File: config.mk
export PLATFORM = sky130hd
export DESIGN_NAME = sec_countdown
export DESIGN_NICKNAME = d
export VERILOG_FILES = /design/src/rtl/sec_countdown_pkg.sv /design/src/rtl/sec_countdown_bcd_dec2.sv /design/src/rtl/sec_countdown.sv
export SDC_FILE = /design/constraint.sdc
export NUM_CORES = 1
export LEC_CHECK = 0
export BUFFER_PORTS_ARGS = -buffer_cell sky130_fd_sc_hd__buf_2
export CAP_MARGIN = 40
export CORE_MARGIN = 2
export CORE_UTILIZATION = 33
export DETAILED_ROUTE_END_ITERATION = 6
export PLACE_DENSITY_LB_ADDON = 0.3
export SYNTH_ARGS = -nofsm -noshare
export SYNTH_HDL_FRONTEND = slang
export SYNTH_SLANG_ARGS = --single-unit
File: constraint.sdc
create_clock -name iClk -period 3 [get_ports iClk]
set_input_delay 0.15 -clock iClk [delete_from_list [all_inputs] [get_ports iClk]]
set_output_delay 0.15 -clock iClk [all_outputs]
set_load 0.02 [all_outputs]
File: src/rtl/sec_countdown_pkg.sv
// Shared types, BCD constants and helpers for the sec_countdown timer.
package sec_countdown_pkg;

    typedef enum logic [1:0] {
        IDLE    = 2'd0,
        RUN     = 2'd1,
        PAUSE   = 2'd2,
        EXPIRED = 2'd3
    } state_t;

    localparam logic [7:0] BCD_ZERO = 8'h00;
    localparam logic [7:0] SEC_WRAP = 8'h59;

    function automatic logic bcdNibbleOk(input logic [3:0] nib);
        return (nib <= 4'd9);
    endfunction

    function automatic logic [7:0] bcdToBin(input logic [7:0] bcd);
        return ({4'd0, bcd[7:4]} * 8'd10) + {4'd0, bcd[3:0]};
    endfunction

endpackage

File: src/rtl/sec_countdown_bcd_dec2.sv
// Two-digit BCD decrementer: 00 with enable yields the wrap value and a borrow.
module bcd_dec2
    import sec_countdown_pkg::*;
(
    input  logic [7:0] iVal,
    input  logic       iEn,
    input  logic [7:0] iWrap,
    output logic [7:0] oVal,
    output logic       oBorrow
);

    // Digit-wise decrement with units-to-tens borrow
    always_comb begin
        oVal    = iVal;
        oBorrow = 1'b0;
        if (!iEn) begin
            oVal    = iVal;
            oBorrow = 1'b0;
        end else if (iVal == BCD_ZERO) begin
            oVal    = iWrap;
            oBorrow = 1'b1;
        end else if (iVal[3:0] == 4'd0) begin
            oVal    = {iVal[7:4] - 4'd1, 4'd9};
            oBorrow = 1'b0;
        end else begin
            oVal    = {iVal[7:4], iVal[3:0] - 4'd1};
            oBorrow = 1'b0;
        end
    end

endmodule

File: src/rtl/sec_countdown.sv
// BCD MM:SS countdown timer driven by a 1 Hz strobe.
// Define SEC_COUNTDOWN_PRESCALE_EN to generate the strobe internally from CLK_FREQ.
module sec_countdown
    import sec_countdown_pkg::*;
#(
    parameter int CLK_FREQ = 25_000_000,
    parameter int MAX_MIN  = 99
) (
    input  logic       iClk,
    input  logic       iRst,
    input  logic       iTick,
    input  logic       iLoad,
    input  logic [7:0] iLoadMin,
    input  logic [7:0] iLoadSec,
    input  logic       iStart,
    input  logic       iPause,
    output logic [7:0] oMin,
    output logic [7:0] oSec,
    output logic       oRunning,
    output logic       oDone,
    output logic       oErr
);

    state_t     state, nState;
    logic [7:0] nMin, nSec, secDec, minDec;
    logic       nDone, nErr;
    logic       tickSrc, doDec, secBorrow, minBorrow;
    logic       loadOk, loadAccept, startAccept, valueZero;

    assign valueZero = (oMin == BCD_ZERO) && (oSec == BCD_ZERO);
    assign loadOk    = bcdNibbleOk(iLoadMin[7:4]) && bcdNibbleOk(iLoadMin[3:0]) &&
                       bcdNibbleOk(iLoadSec[7:4]) && bcdNibbleOk(iLoadSec[3:0]) &&
                       (iLoadSec <= SEC_WRAP) && (bcdToBin(iLoadMin) <= 8'(MAX_MIN));
    assign loadAccept  = iLoad && loadOk;
    assign startAccept = !iLoad && !iPause && iStart && !valueZero &&
                         ((state == IDLE) || (state == PAUSE));
    assign doDec = (state == RUN) && tickSrc && !iLoad && !iPause && !iStart;

`ifdef SEC_COUNTDOWN_PRESCALE_EN
    localparam int CW = (CLK_FREQ > 1) ? $clog2(CLK_FREQ) : 1;
    logic [CW-1:0] preCnt;

    assign tickSrc = (preCnt == CW'(CLK_FREQ - 1));

    // Prescaler: restarts on load/start, advances only while running
    always_ff @(posedge iClk or negedge iRst) begin
        if (!iRst) begin
            preCnt <= '0;
        end else if (loadAccept || startAccept) begin
            preCnt <= '0;
        end else if (state == RUN) begin
            preCnt <= tickSrc ? '0 : preCnt + CW'(1);
        end else begin
            preCnt <= preCnt;
        end
    end
`else
    assign tickSrc = iTick && (CLK_FREQ > 0);
`endif

    bcd_dec2 uSecDec (
        .iVal    (oSec),
        .iEn     (doDec),
        .iWrap   (SEC_WRAP),
        .oVal    (secDec),
        .oBorrow (secBorrow)
    );

    bcd_dec2 uMinDec (
        .iVal    (oMin),
        .iEn     (secBorrow),
        .iWrap   (BCD_ZERO),
        .oVal    (minDec),
        .oBorrow (minBorrow)
    );

    // Next-state, next-value and pulse decode in request priority order
    always_comb begin
        nState = state;
        nMin   = oMin;
        nSec   = oSec;
        nDone  = 1'b0;
        nErr   = 1'b0;
        if (iLoad) begin
            if (loadOk) begin
                nMin   = iLoadMin;
                nSec   = iLoadSec;
                nState = IDLE;
            end else begin
                nErr = 1'b1;
            end
        end else if (iPause) begin
            if (state == RUN) begin
                nState = PAUSE;
            end else begin
                nState = state;
            end
        end else if (iStart) begin
            if (startAccept) begin
                nState = RUN;
            end else begin
                nState = state;
            end
        end else if (doDec) begin
            // A minute underflow can only mean a corrupted value; clamp to expiry
            if (minBorrow || ((minDec == BCD_ZERO) && (secDec == BCD_ZERO))) begin
                nMin   = BCD_ZERO;
                nSec   = BCD_ZERO;
                nState = EXPIRED;
                nDone  = 1'b1;
            end else begin
                nMin = minDec;
                nSec = secDec;
            end
        end else begin
            nState = state;
        end
    end

    // State and registered outputs
    always_ff @(posedge iClk or negedge iRst) begin
        if (!iRst) begin
            state    <= IDLE;
            oMin     <= BCD_ZERO;
            oSec     <= BCD_ZERO;
            oRunning <= 1'b0;
            oDone    <= 1'b0;
            oErr     <= 1'b0;
        end else begin
            state    <= nState;
            oMin     <= nMin;
            oSec     <= nSec;
            oRunning <= (nState == RUN);
            oDone    <= nDone;
            oErr     <= nErr;
        end
    end

endmodule

==> flow_results.xml, run 1 <==
<?xml version="1.0" encoding="UTF-8"?>
<metrics>
  <group name="power">
    <metric name="power-per-cell-area" unit="nW/um^2">684</metric>
    <metric name="total_net_switching_power" unit="mW">0.803</metric>
    <metric name="power.sequential.fraction" unit="%">33.6</metric>
    <metric name="total_leakage_power" unit="nW">1.10</metric>
    <metric name="ir_worst_vdd" unit="mV">0.280</metric>
    <metric name="comb_power_share" unit="%">54.5</metric>
    <metric name="switching_share" unit="%">48.7</metric>
    <metric name="clkPwrFrac" unit="%">11.9</metric>
    <metric name="internal_power_of_the_cells" unit="mW">0.846</metric>
  </group>
  <group name="route">
    <metric name="num_vias" unit="">2003</metric>
    <metric name="drt_iter0_drc" unit="">173</metric>
    <metric name="post_drt_wl_per_cell" unit="um">16.6</metric>
    <metric name="vias_per_cell" unit="">5.61</metric>
    <metric name="wirelength" unit="um">5940</metric>
    <metric name="drcViolationCount" unit="">0</metric>
    <metric name="dr.pass1.iters" unit="">4</metric>
    <metric name="postRouteAntennaNets" unit="">0</metric>
  </group>
  <group name="worst_hold_path">
    <metric name="min_path_type" unit="">input pin to register</metric>
  </group>
  <group name="timing">
    <metric name="final.setup_skew" unit="ps">2.01</metric>
    <metric name="hold_viol" unit="">0</metric>
    <metric name="totalNegativeSetupSlack" unit="ps">0</metric>
    <metric name="tightestPinTransition" unit="ps">508</metric>
    <metric name="hold-worst-slack" unit="ps">142</metric>
    <metric name="fin_ws" unit="ps">266</metric>
    <metric name="timing_max_transition_violations_final" unit="">0</metric>
    <metric name="relative_slew_slack" unit="%">66.1</metric>
    <metric name="setup_violations" unit="">0</metric>
    <metric name="period_share" unit="%">91.1</metric>
    <metric name="final_critical_path_time_including_i_o_delays_and_setup" unit="ps">2730</metric>
    <metric name="achievable-frequency" unit="MHz">366</metric>
    <metric name="rsz0062_at_grt" unit="">false</metric>
  </group>
  <group name="placement">
    <metric name="dp_cells" unit="">352</metric>
    <metric name="hpwl" unit="um">4650</metric>
    <metric name="dp_worst_setup_slack" unit="ps">-20.7</metric>
    <metric name="place_congestion" unit="">0.898</metric>
    <metric name="io_buffer_count" unit="">40</metric>
  </group>
  <group name="finish">
    <metric name="mostFrequentLayoutCell" unit="">buf_2</metric>
    <metric name="mostFrequentLayoutCells" unit="">buf_2 (40), dfrtp_1 (21), nor2_1 (20), inv_1 (19), a21oi_1 (17)</metric>
    <metric name="growth_of_design_area_from_synthesis_to_finish" unit="%">18.4</metric>
    <metric name="final_core_utilization" unit="%">40.5</metric>
    <metric name="fin_cells" unit="">357</metric>
    <metric name="number_of_diodes" unit="">0</metric>
    <metric name="final_net_count" unit="">323</metric>
    <metric name="n_fill_cell" unit="">626</metric>
    <metric name="fraction_of_layout_cells_with_a_size_suffix_above_1" unit="%">24.1</metric>
  </group>
  <group name="synthesis">
    <metric name="postSynthCellCount" unit="">234</metric>
    <metric name="synth_edf_count" unit="">0</metric>
    <metric name="synth.top_cells.by_area" unit="">dfrtp_1 (26%), ha_1 (9.8%), a21oi_1 (4.2%)</metric>
    <metric name="synth_flop_cell" unit="">dfrtp_1</metric>
    <metric name="synth-seq-cells" unit="">21</metric>
    <metric name="post_synth_num_cell_types" unit="">62</metric>
    <metric name="synth_largest_area_cell" unit="">dfrtp_1</metric>
    <metric name="syn_nets" unit="">274</metric>
    <metric name="postSynthAreaPerCell" unit="um^2">8.70</metric>
    <metric name="post-synth-top-area-fraction" unit="%">25.8</metric>
    <metric name="synth_async_sr_flop_share" unit="%">100</metric>
    <metric name="cell_area_after_technology_mapping" unit="um^2">2040</metric>
    <metric name="synth_sequential_area_ratio" unit="%">25.8</metric>
    <metric name="yosys_warnings" unit="">0</metric>
  </group>
  <group name="cts">
    <metric name="cts_setup_buffers" unit="">0</metric>
    <metric name="htree_num_levels" unit="">1</metric>
    <metric name="cts_sinks" unit="">21</metric>
    <metric name="cts_root_buf" unit="">clkbuf_8</metric>
    <metric name="cts_inserted_buffers" unit="">3</metric>
    <metric name="holdBufCountCts" unit="">1</metric>
    <metric name="cts.clk_slew.worst_paths" unit="ps">90</metric>
    <metric name="cts_tree" unit="">built</metric>
    <metric name="post_cts_resized" unit="">0</metric>
    <metric name="cts_max_path_buffers" unit="">2</metric>
    <metric name="clk_latency" unit="ps">260</metric>
  </group>
  <group name="critical_path">
    <metric name="criticalPathCategory" unit="">input pin to register</metric>
    <metric name="arrival" unit="ps">2890</metric>
    <metric name="cp-start-kind" unit="">input pin</metric>
    <metric name="worst_ep_required_time" unit="ps">3150</metric>
    <metric name="worstPathMaxFanout" unit="">8</metric>
    <metric name="r2r_slack" unit="ps">560</metric>
    <metric name="kind_of_end_point_of_the_critical_path" unit="">register</metric>
  </group>
  <group name="run_status">
    <metric name="run_status" unit="">finished clean</metric>
  </group>
  <group name="global_routing">
    <metric name="global_route.usage.total" unit="%">18.1</metric>
    <metric name="grt_max_degree" unit="">22</metric>
    <metric name="initial_antenna_violation_count" unit="">0</metric>
    <metric name="first_pass_grt_wire_length" unit="um">9650</metric>
    <metric name="grt_overflow" unit="">0</metric>
    <metric name="via_count_of_the_first_global_routing_pass" unit="">1985</metric>
  </group>
  <group name="die">
    <metric name="placementRows" unit="">28</metric>
    <metric name="die_area" unit="um^2">6820</metric>
    <metric name="io_pins" unit="">41</metric>
    <metric name="starting_utilization_of_the_core_area" unit="%">34.2</metric>
    <metric name="die_height" unit="um">82.6</metric>
    <metric name="floorplan.core_area" unit="um^2">5960</metric>
    <metric name="die_w" unit="um">82.6</metric>
  </group>
  <group name="flow_run">
    <metric name="drv.max_cap_violation_count" unit="">0</metric>
  </group>
</metrics>
cells by family (layout without fill, tap and decap cells):
kind of cell | Yosys count | after routing | share of synthesized area, %
xor gates and xnor gates | 2 | 2 | 0.860
and+or+nand+nor | 78 | 78 | 22.8
DFF | 21 | 21 | 25.8
AOI/OAI and AO/OA | 81 | 81 | 28.6
muxes | 7 | 7 | 3.75
buffers and inverters | 27 | 75 | 6.39
adders and majority gates | 18 | 18 | 11.8
critical path: stages:
cell	delay, ps
buf_2	130
ha_1	310
ha_1	220
fa_1	400
xor2_1	180
a22o_1	180
and3_4	180
o311ai_4	320
a21o_1	390
nand2_8	130
mux2_4	310
power by group through the flow:
stage | registers, mW | clock network, mW | logic, mW
2_1_floorplan | 0.635 | 0 | 0.499
3_3_place_gp | 0.559 | 0 | 0.879
3_5_place_dp | 0.554 | 0 | 0.890
4_1_cts | 0.552 | 0.196 | 0.895
5_1_grt | 0.576 | 0.213 | 0.999
6_report | 0.554 | 0.197 | 0.898
state kept, by name, summed over array words and instances, names as in the netlist:
name and cells:
oDone 1, oErr 1, oMin 8, oRunning 1
oSec 8, state 2
Yosys cell counts (5+ instances only):
| library cell | instances |
|---|---|
| nor2_1 | 20 |
| nand2_1 | 8 |
| mux2i_1 | 5 |
| a2bb2oi_1 | 5 |
| nor3_1 | 7 |
| o21ai_0 | 11 |
| a21oi_1 | 17 |
| dfrtp_1 | 21 |
| o22ai_1 | 9 |
| ha_1 | 16 |
| inv_1 | 19 |
| a22oi_1 | 5 |
| nand4_1 | 7 |
| nand3_1 | 10 |
cell type report:
class | count | area, um^2 | area share, %
multi-input cells | 186 | 1380 | 57.3
flip-flops and latches | 21 | 526 | 21.8
repair buffers | 52 | 293 | 12.1
well taps | 75 | 93.8 | 3.89
inverters | 19 | 71.3 | 2.96
clock buffers | 3 | 41.3 | 1.71
clock inverters | 1 | 5.00 | 0.208
worst paths after layout:
path | start | to | cells after the start
max | iLoadMin[5] | oMin[6] | 11
min reg2reg | oMin[5] | oMin[5] | 1
max in group asynchronous | iRst | oSec[0] | 2
min in group asynchronous | iRst | state[1] | 2
min | iLoadSec[4] | oSec[4] | 3
max reg2reg | oSec[0] | oRunning | 10
per-layer routing:
layer	vias to the layer above	GRT usage (%)	routed length, um
met1	940	25.5	2820
met2	65	29.8	2660
met5	-	0	0
met4	0	4.59	109
li1	988	-	-
met3	10	1.85	348
metrics by stage:
stage | power, mW | cell area [um^2]
final | 1.65 | 2410
after global routing | 1.79 | 2410
after CTS | 1.64 | 2410
after detailed placement | 1.44 | 2350
after global placement | 1.44 | 2350
after floorplan | 1.13 | 2040
Power figures use the tool's default switching activity.
==> run 2: changes to the inputs <==
--- a/config.mk
+++ b/config.mk
@@ -10,7 +10,7 @@
 export CORE_MARGIN = 2
 export CORE_UTILIZATION = 33
 export DETAILED_ROUTE_END_ITERATION = 6
-export PLACE_DENSITY_LB_ADDON = 0.3
 export SYNTH_ARGS = -nofsm -noshare
 export SYNTH_HDL_FRONTEND = slang
+export SYNTH_HIERARCHICAL = 1
 export SYNTH_SLANG_ARGS = --single-unit
==> run 2 against run 1 <==
Hold slack gained 86 ps. Highest routed layer unchanged. Final cell count grew 15%. Design area grew 25%. Via count grew 7.0%. The run now ends with setup timing left. Critical endpoint unchanged.
==> flow_results.xml, run 2 <==
<?xml version="1.0" encoding="UTF-8"?>
<metrics>
  <group name="timing">
    <metric name="hold_viol" unit="">0</metric>
    <metric name="period_share" unit="%">108</metric>
    <metric name="relative_slew_slack" unit="%">65.2</metric>
    <metric name="hold-worst-slack" unit="ps">228</metric>
    <metric name="final_critical_path_time_including_i_o_delays_and_setup" unit="ps">3230</metric>
    <metric name="setup_violations" unit="">13</metric>
    <metric name="fin_ws" unit="ps">-227</metric>
    <metric name="achievable-frequency" unit="MHz">310</metric>
    <metric name="tightestPinTransition" unit="ps">522</metric>
    <metric name="final.setup_skew" unit="ps">2.81</metric>
    <metric name="timing_max_transition_violations_final" unit="">0</metric>
    <metric name="rsz0062_at_grt" unit="">true</metric>
  </group>
  <group name="global_routing">
    <metric name="grt_max_degree" unit="">29</metric>
    <metric name="first_pass_grt_wire_length" unit="um">9570</metric>
    <metric name="initial_antenna_violation_count" unit="">0</metric>
    <metric name="grt_overflow" unit="">0</metric>
    <metric name="via_count_of_the_first_global_routing_pass" unit="">2020</metric>
    <metric name="global_route.usage.total" unit="%">16.3</metric>
  </group>
  <group name="synthesis">
    <metric name="synth_flop_cell" unit="">dfrtp_1</metric>
    <metric name="post_synth_num_cell_types" unit="">50</metric>
    <metric name="post-synth-top-area-fraction" unit="%">24.7</metric>
    <metric name="synth_sequential_area_ratio" unit="%">24.7</metric>
    <metric name="synth_edf_count" unit="">0</metric>
    <metric name="cell_area_after_technology_mapping" unit="um^2">2120</metric>
    <metric name="postSynthAreaPerCell" unit="um^2">9.27</metric>
    <metric name="yosys_warnings" unit="">6</metric>
    <metric name="postSynthCellCount" unit="">229</metric>
    <metric name="synth_commonest_cells" unit="">dfrtp_1 (21), inv_1 (18), o21ai_0 (14)</metric>
    <metric name="synth-seq-cells" unit="">21</metric>
    <metric name="synth_largest_area_cell" unit="">dfrtp_1</metric>
    <metric name="synth.top_cells.by_area" unit="">dfrtp_1 (25%), ha_1 (7.1%), a22o_1 (5.4%)</metric>
    <metric name="synth.most_common_cell" unit="">dfrtp_1</metric>
    <metric name="synth_async_sr_flop_share" unit="%">100</metric>
  </group>
  <group name="route">
    <metric name="post_drt_wl_per_cell" unit="um">14.4</metric>
    <metric name="wirelength" unit="um">5910</metric>
    <metric name="drt_iter0_drc" unit="">120</metric>
    <metric name="drcViolationCount" unit="">0</metric>
    <metric name="num_vias" unit="">2144</metric>
    <metric name="dr.pass1.iters" unit="">7</metric>
    <metric name="vias_per_cell" unit="">5.22</metric>
    <metric name="postRouteAntennaNets" unit="">0</metric>
  </group>
  <group name="power">
    <metric name="ir_worst_vdd" unit="mV">0.518</metric>
    <metric name="power.sequential.fraction" unit="%">24.4</metric>
    <metric name="internal_power_of_the_cells" unit="mW">1.21</metric>
    <metric name="total_power" unit="mW">2.27</metric>
    <metric name="clkPwrFrac" unit="%">8.4</metric>
    <metric name="total_leakage_power" unit="nW">1.46</metric>
    <metric name="total_net_switching_power" unit="mW">1.06</metric>
    <metric name="switching_share" unit="%">46.8</metric>
    <metric name="comb_power_share" unit="%">67.2</metric>
    <metric name="power-per-cell-area" unit="nW/um^2">755</metric>
  </group>
  <group name="flow_run">
    <metric name="drv.max_cap_violation_count" unit="">0</metric>
  </group>
  <group name="critical_path">
    <metric name="critical-path-max-stage-delay" unit="ps">440</metric>
    <metric name="worst_ep_required_time" unit="ps">3150</metric>
    <metric name="crit_slowest_cell" unit="">or3b_4</metric>
    <metric name="critical_path.cell_chain" unit="">nor2b_2, and4b_2, nor3b_4, nand2_2, nor2_4, or3b_4, o21ai_4, o21ai_4, nor4_2, a41oi_1, nor2b_4, buf_12, a22o_1, mux2_2</metric>
    <metric name="criticalPathCategory" unit="">register to register</metric>
    <metric name="worst_r2r_path_depth" unit="">14</metric>
    <metric name="worst-path-buf-inv" unit="">1</metric>
    <metric name="critPathTopFamily" unit="">simple AND/OR/NAND/NOR gates</metric>
    <metric name="arrival" unit="ps">3380</metric>
    <metric name="kind_of_end_point_of_the_critical_path" unit="">register</metric>
    <metric name="path_common_cell" unit="">o21ai_4</metric>
    <metric name="crit_cells" unit="">14</metric>
    <metric name="worstPathMaxFanout" unit="">9</metric>
    <metric name="cp-start-kind" unit="">register</metric>
  </group>
  <group name="worst_hold_path">
    <metric name="hold_path_depth" unit="">3</metric>
    <metric name="min_path_type" unit="">input pin to register</metric>
  </group>
  <group name="finish">
    <metric name="mostFrequentLayoutCell" unit="">buf_4</metric>
    <metric name="number_of_diodes" unit="">0</metric>
    <metric name="fraction_of_layout_cells_with_a_size_suffix_above_1" unit="%">41.3</metric>
    <metric name="n_fill_cell" unit="">599</metric>
    <metric name="top_regs" unit="">oMin x8, oSec x8, state x2</metric>
    <metric name="mostFrequentLayoutCells" unit="">buf_4 (46), buf_2 (40), dfrtp_1 (21), inv_1 (18), conb_1 (18)</metric>
    <metric name="growth_of_design_area_from_synthesis_to_finish" unit="%">41.5</metric>
    <metric name="final_net_count" unit="">371</metric>
  </group>
  <group name="run_status">
    <metric name="failed_checks" unit="">setup timing</metric>
    <metric name="run_status" unit="">finished with violations</metric>
  </group>
  <group name="cts">
    <metric name="cts_root_buf" unit="">clkbuf_8</metric>
    <metric name="cts_tree" unit="">built</metric>
    <metric name="cts_sinks" unit="">21</metric>
    <metric name="cts.clk_slew.worst_paths" unit="ps">80</metric>
    <metric name="cts_inserted_buffers" unit="">3</metric>
    <metric name="clk_latency" unit="ps">260</metric>
    <metric name="cts_max_path_buffers" unit="">2</metric>
    <metric name="htree_num_levels" unit="">1</metric>
  </group>
  <group name="placement">
    <metric name="hpwl" unit="um">4540</metric>
    <metric name="io_buffer_count" unit="">40</metric>
    <metric name="place_congestion" unit="">0.884</metric>
  </group>
  <group name="die">
    <metric name="die_height" unit="um">84.2</metric>
    <metric name="starting_utilization_of_the_core_area" unit="%">33.8</metric>
    <metric name="die_w" unit="um">84.2</metric>
    <metric name="placementRows" unit="">29</metric>
    <metric name="die_area" unit="um^2">7090</metric>
    <metric name="floorplan.core_area" unit="um^2">6280</metric>
    <metric name="io_pins" unit="">41</metric>
  </group>
</metrics>
## run 2: changes by cell type in the layout (fill, tap and decap cells not counted), moves of 5 or more
cell,previous run,this run
buf_4,11,46
mux2_2,1,6
a21oi_1,17,9
a22o_1,1,13
mux2_4,1,9
nand3_1,10,4
o22ai_1,9,1
conb_1,0,18
nor4_1,2,7
a22oi_1,5,0
nor2_1,20,9
## run 2: worst reg2reg max path: cells and delay by family (launching register included)
kind | cells | cell delay [ps]
buffers and inverters | 1 | 150
DFF | 1 | 390
and+or+nand+nor | 8 | 1700
AOI/OAI and AO/OA | 4 | 600
muxes | 1 | 260
## run 2: cell families after synthesis
| kind of cell | synth area share [%] |
|---|---|
| DFF | 24.7 |
| xor gates and xnor gates | 0.413 |
| AOI/OAI and AO/OA | 26.6 |
| other | 0.354 |
| and+or+nand+nor | 20.7 |
| adders and majority gates | 8.96 |
| buffers and inverters | 4.83 |
| muxes | 13.4 |
## run 2: final timing paths
check	from	to	slack, ps
worst max-delay path	state[1]	oMin[6]	-230
worst min-delay path	iLoadMin[1]	oMin[1]	230
worst max register to register	state[1]	oMin[6]	-230
worst min register to register	oSec[4]	oSec[4]	640
max in group asynchronous	iRst	state[0]	2260
min in group asynchronous	iRst	oSec[5]	390
## run 2: final cells by class
class / instances / area (um^2) / area share (%)
Tap cell: 77 / 96.3 / 3.21
Sequential cell: 21 / 526 / 17.5
Inverter: 18 / 67.6 / 2.25
Timing Repair Buffer: 90 / 607 / 20.2
Clock buffer: 4 / 45.0 / 1.50
Multi-Input combinational cell: 201 / 1660 / 55.4
## run 2: power by group through the flow
stage / Clock, mW / Combinational [mW] / Sequential, mW
after CTS: 0.196 / 1.45 / 0.547
final: 0.191 / 1.53 / 0.554
after detailed placement: 0 / 1.42 / 0.550
after global routing: 0.212 / 1.65 / 0.570
after floorplan: 0 / 0.691 / 0.713
after global placement: 0 / 1.41 / 0.549
## run 2: per-layer routing
| metal | vias up | wire length (um) | track usage, % |
|---|---|---|---|
| met5 | - | 0 | 0 |
| met1 | 1029 | 2810 | 22.1 |
| met4 | 0 | 66 | 3.81 |
| met3 | 8 | 212 | 2.16 |
| li1 | 1062 | - | - |
| met2 | 45 | 2830 | 27.6 |
## run 2: what timing repair did
action | 4_1_cts | 5_1_grt
hold buffers | 1 | 0
endpoints found under the hold margin | 21 | 0
setup buffers | 5 | 5
setup endpoints to repair | 16 | 16
gates resized for setup | 5 | 15
pin swaps | 3 | 3
## run 2: metrics by stage
stage | cells | util (%) | worst slack (ps) | TNS (ps) | area, um^2
after floorplan | 245 | - | -285 | -3230 | 2220
after global placement | 397 | 44.4 | -104 | -1180 | 2790
after detailed placement | 397 | 44.4 | -198 | -2630 | 2790
after CTS | 407 | 46.3 | -197 | -2360 | 2910
after global routing | 411 | 47.9 | -403 | -4980 | 3010
final | 411 | 47.9 | -227 | -2740 | 3010
==> run 3: changes to the inputs <==
==> constraint.sdc (replaced) <==
create_clock -name iClk -period 3.2 [get_ports iClk]
set_input_delay 0.16 -clock iClk [delete_from_list [all_inputs] [get_ports iClk]]
set_output_delay 0.16 -clock iClk [all_outputs]
set_load 0.02 [all_outputs]
==> run 3 against run 2 <==
The flow still finishes with violations (setup timing). Via count shrank 3.5%. Highest routed layer unchanged. Die area is the same. Combinational power shrank 17%. Sequential power shrank 3%. Hold slack lost 12 ps. Clock power shrank 5%. Total power shrank 13%. Core utilization shrank 3.2 points. Critical path depth is the same. Register-to-register slack gained 190 ps. Largest cell class unchanged. Sequential cell count is the same.
==> flow_results.xml, run 3 (same netlist as run 2, synthesis figures left out) <==
<?xml version="1.0" encoding="UTF-8"?>
<metrics>
  <group name="timing">
    <metric name="setup_violations" unit="">13</metric>
    <metric name="period_share" unit="%">101</metric>
    <metric name="timing_max_transition_violations_final" unit="">0</metric>
    <metric name="hold_viol" unit="">0</metric>
    <metric name="final.setup_skew" unit="ps">4.17</metric>
    <metric name="totalNegativeSetupSlack" unit="ps">-279</metric>
    <metric name="rsz0062_at_grt" unit="">true</metric>
    <metric name="achievable-frequency" unit="MHz">309</metric>
    <metric name="final_critical_path_time_including_i_o_delays_and_setup" unit="ps">3230</metric>
    <metric name="fin_ws" unit="ps">-32.9</metric>
    <metric name="tightestPinTransition" unit="ps">503</metric>
    <metric name="relative_slew_slack" unit="%">66.5</metric>
  </group>
  <group name="cts">
    <metric name="htree_num_levels" unit="">1</metric>
    <metric name="cts_max_path_buffers" unit="">2</metric>
    <metric name="clk_latency" unit="ps">270</metric>
    <metric name="cts_inserted_buffers" unit="">3</metric>
    <metric name="cts_root_buf" unit="">clkbuf_8</metric>
    <metric name="cts_sinks" unit="">21</metric>
    <metric name="cts.clk_slew.worst_paths" unit="ps">80</metric>
    <metric name="cts_tree" unit="">built</metric>
  </group>
  <group name="global_routing">
    <metric name="via_count_of_the_first_global_routing_pass" unit="">1980</metric>
    <metric name="grt_overflow" unit="">0</metric>
    <metric name="initial_antenna_violation_count" unit="">0</metric>
    <metric name="first_pass_grt_wire_length" unit="um">9320</metric>
    <metric name="global_route.usage.total" unit="%">16.0</metric>
    <metric name="grt_max_degree" unit="">29</metric>
  </group>
  <group name="route">
    <metric name="postRouteAntennaNets" unit="">0</metric>
    <metric name="drt_iter0_drc" unit="">149</metric>
    <metric name="wirelength" unit="um">5590</metric>
    <metric name="post_drt_wl_per_cell" unit="um">14.3</metric>
    <metric name="vias_per_cell" unit="">5.30</metric>
    <metric name="num_vias" unit="">2068</metric>
    <metric name="dr.pass1.iters" unit="">4</metric>
    <metric name="drcViolationCount" unit="">0</metric>
  </group>
  <group name="power">
    <metric name="total_leakage_power" unit="nW">1.35</metric>
    <metric name="power-per-cell-area" unit="nW/um^2">708</metric>
    <metric name="ir_worst_vdd" unit="mV">0.408</metric>
  </group>
  <group name="finish">
    <metric name="top_regs" unit="">oMin x8, oSec x8, state x2</metric>
    <metric name="final_area" unit="um^2">2800</metric>
    <metric name="mostFrequentLayoutCells" unit="">buf_2 (40), buf_4 (26), dfrtp_1 (21), conb_1 (18), inv_1 (17)</metric>
    <metric name="mostFrequentLayoutCell" unit="">buf_2</metric>
    <metric name="final_net_count" unit="">350</metric>
    <metric name="fraction_of_layout_cells_with_a_size_suffix_above_1" unit="%">35.8</metric>
    <metric name="number_of_diodes" unit="">0</metric>
    <metric name="growth_of_design_area_from_synthesis_to_finish" unit="%">32.1</metric>
  </group>
  <group name="worst_hold_path">
    <metric name="min_path_type" unit="">input pin to register</metric>
  </group>
  <group name="die">
    <metric name="die_height" unit="um">84.2</metric>
    <metric name="io_pins" unit="">41</metric>
    <metric name="floorplan.core_area" unit="um^2">6280</metric>
    <metric name="starting_utilization_of_the_core_area" unit="%">33.8</metric>
    <metric name="placementRows" unit="">29</metric>
    <metric name="die_w" unit="um">84.2</metric>
    <metric name="die_area" unit="um^2">7090</metric>
  </group>
  <group name="critical_path">
    <metric name="worstPathMaxFanout" unit="">13</metric>
    <metric name="criticalPathCategory" unit="">register to register</metric>
    <metric name="kind_of_end_point_of_the_critical_path" unit="">register</metric>
    <metric name="cp-start-kind" unit="">register</metric>
    <metric name="path_common_cell" unit="">nor2b_4</metric>
    <metric name="worst-path-buf-inv" unit="">1</metric>
    <metric name="critical-path-max-stage-delay" unit="ps">430</metric>
    <metric name="worst_ep_required_time" unit="ps">3350</metric>
    <metric name="critical_path.cell_chain" unit="">nor2b_4, and4b_2, nor3b_4, nand2_2, nor2_4, or3b_4, a2111oi_4, o21ai_2, nor4_2, a41oi_2, nor2b_4, buf_12, a22o_1, mux2_4</metric>
    <metric name="arrival" unit="ps">3390</metric>
    <metric name="crit_slowest_cell" unit="">or3b_4</metric>
    <metric name="critPathTopFamily" unit="">simple AND/OR/NAND/NOR gates</metric>
  </group>
  <group name="run_status">
    <metric name="failed_checks" unit="">setup timing</metric>
    <metric name="run_status" unit="">finished with violations</metric>
  </group>
  <group name="placement">
    <metric name="hpwl" unit="um">4310</metric>
    <metric name="place_area" unit="um^2">2650</metric>
    <metric name="place_congestion" unit="">0.845</metric>
    <metric name="io_buffer_count" unit="">40</metric>
  </group>
  <group name="flow_run">
    <metric name="drv.max_cap_violation_count" unit="">0</metric>
  </group>
</metrics>
run 3: area by class of cell:
| class | instances | area, um^2 |
|---|---|---|
| Tap cell | 77 | 96.3 |
| Inverter | 18 | 67.6 |
| Multi-Input combinational cell | 201 | 1620 |
| Fill cell | 625 | 3470 |
| Timing Repair Buffer | 69 | 445 |
| Clock buffer | 4 | 45.0 |
| Sequential cell | 21 | 526 |
run 3: worst paths after layout:
check / from / endpoint / slack, ps / depth (start not counted)
max: state[1] / oSec[3] / -30 / 14
min: iLoadMin[1] / oMin[1] / 220 / 3
max reg2reg: state[1] / oSec[3] / -30 / 14
min reg2reg: oSec[4] / oSec[4] / 640 / 2
max in group asynchronous: iRst / oErr / 2470 / 2
min in group asynchronous: iRst / oSec[6] / 390 / 2
run 3: stage by stage:
stage | hold WS, ps | std cells | util (%) | total power [mW] | setup WS, ps
floorplan | -136 | 245 | - | 1.32 | -85.5
global placement | 156 | 379 | 42.3 | 1.74 | 95.4
detailed placement | 158 | 379 | 42.3 | 1.75 | 26.1
CTS | 219 | 386 | 43.4 | 1.94 | 14.7
global route | 226 | 390 | 44.7 | 2.14 | -175
finish | 216 | 390 | 44.7 | 1.98 | -32.9
run 3: power by group:
group | leakage [nW] | total, mW | internal [mW] | switching, mW
combinational | 1.06 | 1.27 | 0.573 | 0.695
clock | 0.0228 | 0.181 | 0.0890 | 0.0916
sequential | 0.263 | 0.536 | 0.366 | 0.170
run 3: tightest hold or removal path: stages:
cell	delay, ps
buf_2	100
a21oi_1	70
mux2i_1	110
run 3: layer usage:
layer / track usage (%) / vias up / wire length, um
met3: 1.97 / 8 / 207
met5: 0 / - / 0
met4: 6.16 / 0 / 93
met2: 26.3 / 49 / 2710
li1: - / 1019 / -
met1: 21.4 / 992 / 2580
run 3: timing repair:
item | in CTS | in global routing
hold buffers | 1 | 0
buffers inserted | 2 | 4
pin swaps | 0 | 3
endpoints found under the hold margin | 21 | 0
endpoints found under the setup margin | 8 | 15
resized for setup | 0 | 9
